==> src/rtl/pacote_memoria.sv <==
// Shared definitions for the load/store stage and the 100-word data memory.
package pacote_memoria;

  localparam int unsigned LARGURA = 8;
  localparam int unsigned TAM_MEM = 100;

  // Controller states; the state itself records whether the request was a load, store or error
  typedef enum logic [2:0] {
    OCIOSO,
    ESCRITA,
    LEITURA,
    RESPOSTA,
    ERRO
  } estado_t;

endpackage

==> src/rtl/contador_saturado.sv <==
// Up-counter with enable that sticks at its maximum value instead of wrapping.
module contador_saturado #(
  parameter int unsigned LARGURA_CONT = 8
) (
  input  logic                    i_clock,
  input  logic                    i_reset,
  input  logic                    i_en,
  output logic [LARGURA_CONT-1:0] o_valor
);

  logic [LARGURA_CONT-1:0] r_valor;

  // Count enabled events, holding at all-ones
  always_ff @(posedge i_clock or negedge i_reset) begin
    if (!i_reset) begin
      r_valor <= '0;
    end else if (i_en && (r_valor != '1)) begin
      r_valor <= r_valor + LARGURA_CONT'(1);
    end
  end

  assign o_valor = r_valor;

endmodule

==> src/rtl/estagio_acesso_memoria.sv <==
// Load/store controller in front of the data memory: one request at a time, registered
// memory strobes, range check, load results returned over a valid/ready handshake.
module estagio_acesso_memoria #(
  parameter int unsigned LARGURA   = pacote_memoria::LARGURA,
  parameter int unsigned TAM_MEM   = pacote_memoria::TAM_MEM,
  parameter int unsigned LARG_DEST = 3
) (
  input  logic                 i_clock,
  input  logic                 i_reset,
  input  logic                 i_req_valido,
  input  logic                 i_req_escrita,
  input  logic [LARGURA-1:0]   i_req_endereco,
  input  logic [LARGURA-1:0]   i_req_dado,
  input  logic [LARG_DEST-1:0] i_req_destino,
  output logic                 o_req_pronto,
  output logic [LARGURA-1:0]   o_mem_endereco,
  output logic [LARGURA-1:0]   o_mem_dado_escr,
  output logic                 o_mem_esc,
  output logic                 o_mem_ler,
  input  logic [LARGURA-1:0]   i_mem_dado_lido,
  output logic                 o_wb_valido,
  output logic [LARG_DEST-1:0] o_wb_destino,
  output logic [LARGURA-1:0]   o_wb_dado,
  input  logic                 i_wb_pronto,
  output logic                 o_erro_endereco,
  output logic [7:0]           o_cont_leituras,
  output logic [7:0]           o_cont_escritas,
  output logic [7:0]           o_cont_erros
);

  import pacote_memoria::*;

  localparam logic [LARGURA-1:0] LIMITE = LARGURA'(TAM_MEM);

  estado_t r_estado;
  estado_t w_prox_estado;
  logic    w_aceita;

  logic [LARGURA-1:0]   r_endereco;
  logic [LARGURA-1:0]   r_dado;
  logic [LARG_DEST-1:0] r_destino;
  logic [LARGURA-1:0]   r_wb_dado;
  logic                 r_mem_esc;
  logic                 r_mem_ler;
  logic                 r_wb_valido;
  logic                 r_erro;

  // Next-state decode; only OCIOSO looks at the request inputs
  always_comb begin
    w_prox_estado = r_estado;
    w_aceita      = 1'b0;
    unique case (r_estado)
      OCIOSO: begin
        if (i_req_valido) begin
          w_aceita = 1'b1;
          if (i_req_endereco >= LIMITE) begin
            w_prox_estado = ERRO;
          end else if (i_req_escrita) begin
            w_prox_estado = ESCRITA;
          end else begin
            w_prox_estado = LEITURA;
          end
        end
      end
      ESCRITA:  w_prox_estado = OCIOSO;
      LEITURA:  w_prox_estado = RESPOSTA;
      RESPOSTA: begin
        if (i_wb_pronto) begin
          w_prox_estado = OCIOSO;
        end
      end
      ERRO:     w_prox_estado = OCIOSO;
      default:  w_prox_estado = OCIOSO;
    endcase
  end

  // State register
  always_ff @(posedge i_clock or negedge i_reset) begin
    if (!i_reset) begin
      r_estado <= OCIOSO;
    end else begin
      r_estado <= w_prox_estado;
    end
  end

  // Strobes are decoded from the next state so they leave flops aligned with the state
  always_ff @(posedge i_clock or negedge i_reset) begin
    if (!i_reset) begin
      r_mem_esc   <= 1'b0;
      r_mem_ler   <= 1'b0;
      r_wb_valido <= 1'b0;
      r_erro      <= 1'b0;
    end else begin
      r_mem_esc   <= (w_prox_estado == ESCRITA);
      r_mem_ler   <= (w_prox_estado == LEITURA);
      r_wb_valido <= (w_prox_estado == RESPOSTA);
      r_erro      <= (w_prox_estado == ERRO);
    end
  end

  // Request fields are captured only on acceptance, so they stay put during the access
  always_ff @(posedge i_clock or negedge i_reset) begin
    if (!i_reset) begin
      r_endereco <= '0;
      r_dado     <= '0;
      r_destino  <= '0;
    end else if (w_aceita) begin
      r_endereco <= i_req_endereco;
      r_dado     <= i_req_dado;
      r_destino  <= i_req_destino;
    end
  end

  // Load data is captured at the end of the read cycle and held through the response
  always_ff @(posedge i_clock or negedge i_reset) begin
    if (!i_reset) begin
      r_wb_dado <= '0;
    end else if (r_estado == LEITURA) begin
      r_wb_dado <= i_mem_dado_lido;
    end
  end

  contador_saturado #(
    .LARGURA_CONT (8)
  ) u_cont_leituras (
    .i_clock (i_clock),
    .i_reset (i_reset),
    .i_en    (r_estado == LEITURA),
    .o_valor (o_cont_leituras)
  );

  contador_saturado #(
    .LARGURA_CONT (8)
  ) u_cont_escritas (
    .i_clock (i_clock),
    .i_reset (i_reset),
    .i_en    (r_estado == ESCRITA),
    .o_valor (o_cont_escritas)
  );

  contador_saturado #(
    .LARGURA_CONT (8)
  ) u_cont_erros (
    .i_clock (i_clock),
    .i_reset (i_reset),
    .i_en    (r_estado == ERRO),
    .o_valor (o_cont_erros)
  );

  assign o_req_pronto    = (r_estado == OCIOSO);
  assign o_mem_endereco  = r_endereco;
  assign o_mem_dado_escr = r_dado;
  assign o_mem_esc       = r_mem_esc;
  assign o_mem_ler       = r_mem_ler;
  assign o_wb_valido     = r_wb_valido;
  assign o_wb_destino    = r_destino;
  assign o_wb_dado       = r_wb_dado;
  assign o_erro_endereco = r_erro;

endmodule

==> config.mk <==
export PLATFORM = sky130hd
export DESIGN_NAME = estagio_acesso_memoria
export DESIGN_NICKNAME = d
export VERILOG_FILES = /design/src/rtl/pacote_memoria.sv /design/src/rtl/contador_saturado.sv /design/src/rtl/estagio_acesso_memoria.sv
export SDC_FILE = /design/constraint.sdc
export NUM_CORES = 1
export LEC_CHECK = 0
export CAP_MARGIN = 10
export CORE_MARGIN = 2
export CORE_UTILIZATION = 41
export DETAILED_ROUTE_END_ITERATION = 8
export GPL_TIMING_DRIVEN = 1
export PLACE_DENSITY = 0.77
export SETUP_SLACK_MARGIN = 0.02
export SYNTH_ARGS = -nofsm -noshare
export SYNTH_HDL_FRONTEND = slang
export SYNTH_HIERARCHICAL = 1
export SYNTH_SLANG_ARGS = --single-unit
==> constraint.sdc <==
create_clock -name i_clock -period 1.8 [get_ports i_clock]
set_input_delay 0.36 -clock i_clock [delete_from_list [all_inputs] [get_ports i_clock]]
set_output_delay 0.36 -clock i_clock [all_outputs]
set_load 0.005 [all_outputs]
==> Yosys cells after proc, flatten, opt, wreduce, memory -nomap -nowiden <==
Cells that the tools add are included.
{ "classes": {"n_bitwise": 0, "mul": 0, "add_sub_neg": 3, "shift": 0, "reduce_logical": 4, "div_mod_pow": 0, "eq_ne": 11, "n_lt_le_gt_ge": 1, "n_mux": 7} }
{ "op_table": {"columns": ["cell", "n"], "rows": [
  ["adder 8 x 1 -> 8 bit, second input constant", 3],
  ["inequality test 8 bit, second input constant", 3],
  ["equality test 3 x 2 -> 1 bit, second input constant", 4],
  ["2-to-1 mux 3 bit", 3],
  ["one-hot mux 3 bit (3 select lines)", 1],
  [">= comparator 8 x 7 -> 1 bit, second input constant", 1],
  ["equality test 3 x 1 -> 1 bit, second input constant", 2],
  ["equality test 3 bit, second input constant", 2],
  ["logical AND 1 bit", 3],
  ["logical NOT 3 bit", 1],
  ["2-to-1 mux 1 bit", 2],
  ["2-to-1 mux 2 bit", 1]
]} }
{ "word_totals": {"regBits": 58, "inputBits": 32, "output_inout_bits": 56, "ram_bits": 0, "word_cells": 38, "memories": 0, "latchBits": 0, "mem_bits_ro": 0} }

==> Longest topological paths before layout <==
Gate-level depths: netlist (run 1).
{ "depth": {"ltp_word": 5, "mapped_depth": 5, "ltp_nobuf": 5} }

==> By module <==
The synthesis (run 1) kept the hierarchy.
{ "by_module_without_submodules": {"columns": ["mod", "cells_each", "seq_area_each_um2", "instances", "area_per_inst_um2"], "rows": [
  ["estagio_acesso_memoria", 82, 850.8, 1, 1303.8],
  ["contador_saturado", 34, 200.2, 3, 407.9]
]} }

==> Least setup slack after synthesis (run 1) <==
No wires, ideal clock.
{ "synth_timing": {"path_kind": "reg2reg", "start": "register r_estado[0]", "end": "register u_cont_escritas.r_valor[5], in the netlist u_cont_escritas/o_valor[5]", "setup_slack_ns": 0.072, "path_buffers": 0, "required_ns": 1.675, "t_arrival_ns": 1.603, "stages_incl_launch_ff": 5, "synth_period_minus_slack_ns": 1.728, "setup_ns": 0.125, "path_cell_list": "dfrtp_1 -> nor3b_1 -> and4_4 -> nand3_2 -> mux2_4"} }
{ "synth_between": {"elab_chain_len": 2} }
{ "synth_rtl": {"columns": ["element", "line", "source"], "rows": [
  ["start: declaration", "estagio_acesso_memoria.sv:35", "estado_t r_estado;"],
  ["start signal: assignment", "estagio_acesso_memoria.sv:82", "r_estado <= w_prox_estado;"],
  ["equality test 3 x 1 -> 1 bit", "estagio_acesso_memoria.sv:137", ".i_en (r_estado == ESCRITA),"],
  ["logical AND 1 bit", "contador_saturado.sv:17", "end else if (i_en && (r_valor != '1)) begin"],
  ["end signal: assignment", "contador_saturado.sv:18", "r_valor <= r_valor + LARGURA_CONT'(1);"],
  ["end: declaration", "contador_saturado.sv:11", "logic [LARGURA_CONT-1:0] r_valor;"]
]} }
Every way passes these cells.
A chain may end at the register's enable or synchronous reset.

==> Worst setup path in the final report (run 1) <==
{ "layout_timing": {"start": "register u_cont_erros.r_valor[7], in the netlist u_cont_erros/o_valor[7]", "end": "output o_cont_erros[7]"} }
{ "layout_lines": {"columns": ["element", "line", "source"], "rows": [
  ["start: declaration", "contador_saturado.sv:11", null],
  ["start signal: assignment", "contador_saturado.sv:18", null],
  ["end: declaration", "estagio_acesso_memoria.sv:28", "output logic [7:0] o_cont_erros"]
]} }
No word-level cell between the ends.

==> results.py, run 1 <==
metrics = {
    "clock_network": {
        "cts_root_buf": "clkbuf_8",
        "cts.sinks": 58,
        "clk_pin_slew_ps": 70,
        "clk_path_buf_depth": 2,
        "numCtsBuffers": 9,
        "htreeDepth": 3,
        "cts_tree": "done",
        "clkLatencyLatePin_ps": 330,
    },
    "run_status": {
        "outcome": "complete, no violations",
    },
    "drt": {
        "routed_wl_mm": 5.41,
        "wire_per_inst_um": 14.6,
        "viasPerCell": 5.20,
        "vias": 1928,
        "drc_errors": 0,
        "drtIter0Drc": 49,
        "ant_nets": 0,
        "firstDrtPassIters": 4,
    },
    "setup_path": {
        "cp_top_family": "buffers and inverters",
        "rr_worst_depth": 5,
        "cp_cell_sequence": "clkdlybuf4s50_1",
        "critPathLaunch": "u_cont_erros/o_valor[7]",
        "worstSetupPathType": "flip-flop to primary output",
        "cp-endpoint": "o_cont_erros[7]",
        "cp-end-kind": "primary output",
        "reg2reg_from": "r_estado[0]",
        "cp.arrival_ps": 1360,
        "reg2reg_to": "u_cont_escritas/o_valor[5]",
        "critPathMaxFanout": 7,
        "cp_slowest_stage_delay_ps": 550,
        "cp-start-kind": "flip-flop",
        "crit_required_ps": 1440,
        "cpMaxStageDelayCell": "clkdlybuf4s50_1",
        "cp.buffers_inverters": 1,
        "reg2reg_slack_ps": 150,
        "path_depth": 1,
    },
    "sta": {
        "slew_viol_final": 0,
        "period_minus_slack_ps": 1720,
        "fin_crit_sh_pct": 95.7,
        "clock.fmax_mhz": 580,
        "finalClockSkew_ps": 7.18,
        "worstMarginPinSlew_ps": 308,
        "relSlewSlack_pct": 79.5,
        "hold_viol_final": 0,
        "final-setup-viol-count": 0,
        "tns_ps": 0,
        "grt_setup_unrepaired": "no",
    },
    "yosys": {
        "synthesis.nets": 219,
        "synth_top_flop_cell": "dfrtp_1",
        "synth_edf_count": 0,
        "yosys.area.top_type_share_pct": 57.4,
        "synth.distinct_cells": 33,
        "ys_seq_area_share_pct": 57.4,
        "synth_area_leaders": "dfrtp_1 57%, mux2_2 12%, a41oi_1 2.1%",
        "synth_cells": 184,
        "synth-warning-count": 6,
        "synthesis.area_um2": 2530,
        "yosysTopAreaCell": "dfrtp_1",
        "async_reset_ff_share_pct": 100,
        "syn_area_per_cell_um2": 13.7,
        "ys_seq_elements": 58,
    },
    "die": {
        "die_area_um2": 6810,
        "fp.dieW_um": 82.5,
        "dieHeight_um": 82.5,
        "num_rows": 28,
        "core-area_um2": 5960,
        "io_pins": 88,
        "start_util_pct": 42.4,
    },
    "finish": {
        "stdcell_area_um2": 3830,
        "antennaDiodeCount": 0,
        "synthToLayoutAreaGrowth_pct": 51.5,
        "drive_gt1_share_pct": 27.4,
        "nNetsFinal": 326,
        "layoutNonFillerInstCount": 371,
    },
    "grt": {
        "grt_max_degree": 26,
        "first_global_vias": 1884,
        "grt_antenna_before_repair": 0,
        "grt_overflow": 0,
        "grt_first_pass_wirelength_mm": 8.54,
        "grt_use_total_pct": 17.1,
    },
    "power": {
        "p_sw_w": 0.00173,
        "p_clk_share_pct": 24.1,
        "p_leak_nw": 1.56,
        "seq_power_share_pct": 38.0,
        "p_comb_share_pct": 37.9,
        "p_per_area_nw_per_um2": 1570,
        "ir_worst_vdd_uv": 1080,
        "cell_internal_pwr_w": 0.00429,
        "p_total_w": 0.00601,
        "netSwitchingFraction_pct": 28.7,
    },
    "job": {
        "max_cap_viol_count": 0,
    },
    "place": {
        "place_inst": 354,
        "hpwl_mm": 3.91,
        "post_dp_cell_area_um2": 3560,
        "globalplace.congestion": 0.797,
        "portBuffers": 87,
    },
    "hold_path": {
        "hold_class": "input pin to async pin",
    },
}
## through the flow
stage               setup slack, ps  hold WS [ps]  util, %
floorplan                      71.6          64.4        -
global placement               36.3           260     59.9
detailed placement             11.5           259     59.9
CTS                            48.2           422     64.2
global route                   23.7           449     64.3
finish                         76.7           437     64.3
## power by group through the flow
stage | sequential [W] | clock (W) | combinational, W
6_report | 0.00229 | 0.00145 | 0.00228
5_1_grt | 0.00236 | 0.00156 | 0.00249
4_1_cts | 0.00229 | 0.00150 | 0.00231
3_5_place_dp | 0.00229 | 0 | 0.00231
3_3_place_gp | 0.00227 | 0 | 0.00226
2_1_floorplan | 0.00227 | 0 | 0.000934
## placed cells by master, fill, tap and decap left out, types with 2 or more instances in the layout
| cell | count |
|---|---|
| nand3_2 | 3 |
| a21boi_0 | 3 |
| clkinvlp_4 | 2 |
| nand2_1 | 5 |
| buf_4 | 8 |
| o211ai_1 | 3 |
| a41oi_1 | 6 |
| mux2_2 | 27 |
| mux2_4 | 3 |
| buf_12 | 2 |
| nand4_1 | 3 |
| ha_1 | 3 |
| a311oi_2 | 3 |
| clkdlybuf4s50_1 | 85 |
| clkbuf_8 | 9 |
| nor3b_1 | 2 |
| o21a_1 | 3 |
| nor3_1 | 6 |
| dfrtp_2 | 7 |
| nand3_1 | 6 |
| and3_4 | 3 |
| a21oi_1 | 7 |
| nor2_1 | 5 |
| o21ai_2 | 3 |
| mux2_1 | 3 |
| dfrtp_1 | 51 |
| xnor2_1 | 3 |
| bufinv_16 | 3 |
| and4_4 | 3 |
| xor2_1 | 3 |
| inv_1 | 4 |
| a31oi_1 | 6 |
## cell type report
cell class / instances / area [µm²]
clock buffer: 10 / 128
inverter: 4 / 15.0
timing repair buffer: 98 / 975
fill: 497 / 2130
tap: 75 / 93.8
multi-input combinational: 120 / 1040
clock inverter: 6 / 114
sequential: 58 / 1460
## cell usage after synthesis (4+ instances only)
master / number
dfrtp_1: 58
mux2_2: 27
a21oi_1: 7
nor3_1: 7
a31oi_1: 6
a41oi_1: 6
nand3_1: 6
nand2_1: 5
nor2_1: 5
inv_1: 4
## kinds of logic after synthesis
family | share of synthesized area (%)
AO/OA/AOI/OAI | 11.2
XOR/XNOR | 2.08
adder cells (fa/ha/maj) | 1.49
buffers and inverters | 1.48
flip-flops | 57.4
multiplexers | 15.1
AND/OR/NAND/NOR | 11.1
## routing by layer
layer | vias up | part of all wire, % | wire length [µm] | GRT usage [%]
met1 | 947 | 42 | 2250 | 20.1
met4 | 0 | 0.50 | 27 | 5.74
met3 | 5 | 7.6 | 410 | 9.13
li1 | 917 | - | - | -
met2 | 59 | 50 | 2730 | 26.9
met5 | - | 0 | 0 | 0
## sequential cells by signal, indices dropped and copies added (netlist names)
signal,cells
o_mem_esc,1
o_mem_dado_escr,8
o_erro_endereco,1
u_cont_leituras/o_valor,8
u_cont_erros/o_valor,8
u_cont_escritas/o_valor,8
o_wb_destino,3
o_wb_dado,8
o_wb_valido,1
r_estado,3
o_mem_ler,1
o_mem_endereco,8
## worst min path at each step
stage	startpoint	to
6_report	i_reset	u_cont_escritas/o_valor[3]
5_1_grt	i_reset	u_cont_escritas/o_valor[3]
4_1_cts	i_reset	u_cont_escritas/o_valor[5]
3_5_place_dp	i_reset	u_cont_escritas/o_valor[5]
3_3_place_gp	i_reset	u_cont_escritas/o_valor[5]
2_1_floorplan	i_reset	o_erro_endereco
## timing repair
| action | CTS | global route |
|---|---|---|
| hold buffers | 1 | 0 |
| endpoints found under the setup margin | 1 | 5 |
| gates resized for setup | 4 | 5 |
| endpoints found under the hold margin | 9 | 0 |
| buffers inserted | 0 | 0 |
No activity file was read; power rests on OpenSTA's default activity.
==> inputs of run 2 (changes only) <==
--- a/config.mk
+++ b/config.mk
@@ -9,7 +9,6 @@
 export CORE_MARGIN = 2
 export CORE_UTILIZATION = 41
 export DETAILED_ROUTE_END_ITERATION = 8
-export GPL_TIMING_DRIVEN = 1
 export PLACE_DENSITY = 0.77
 export SETUP_SLACK_MARGIN = 0.02
 export SYNTH_ARGS = -nofsm -noshare
==> results of run 2 <==
Final layout, timing and power as in run 1 (identical DEF).
==> inputs of run 3 (changes only) <==
--- a/config.mk
+++ b/config.mk
@@ -9,6 +9,7 @@
 export CORE_MARGIN = 2
 export CORE_UTILIZATION = 41
 export DETAILED_ROUTE_END_ITERATION = 8
+export HOLD_SLACK_MARGIN = 0.12
 export PLACE_DENSITY = 0.77
 export SETUP_SLACK_MARGIN = 0.02
 export SYNTH_ARGS = -nofsm -noshare
==> results of run 3 <==
Final layout, timing and power as in run 1 (identical DEF).
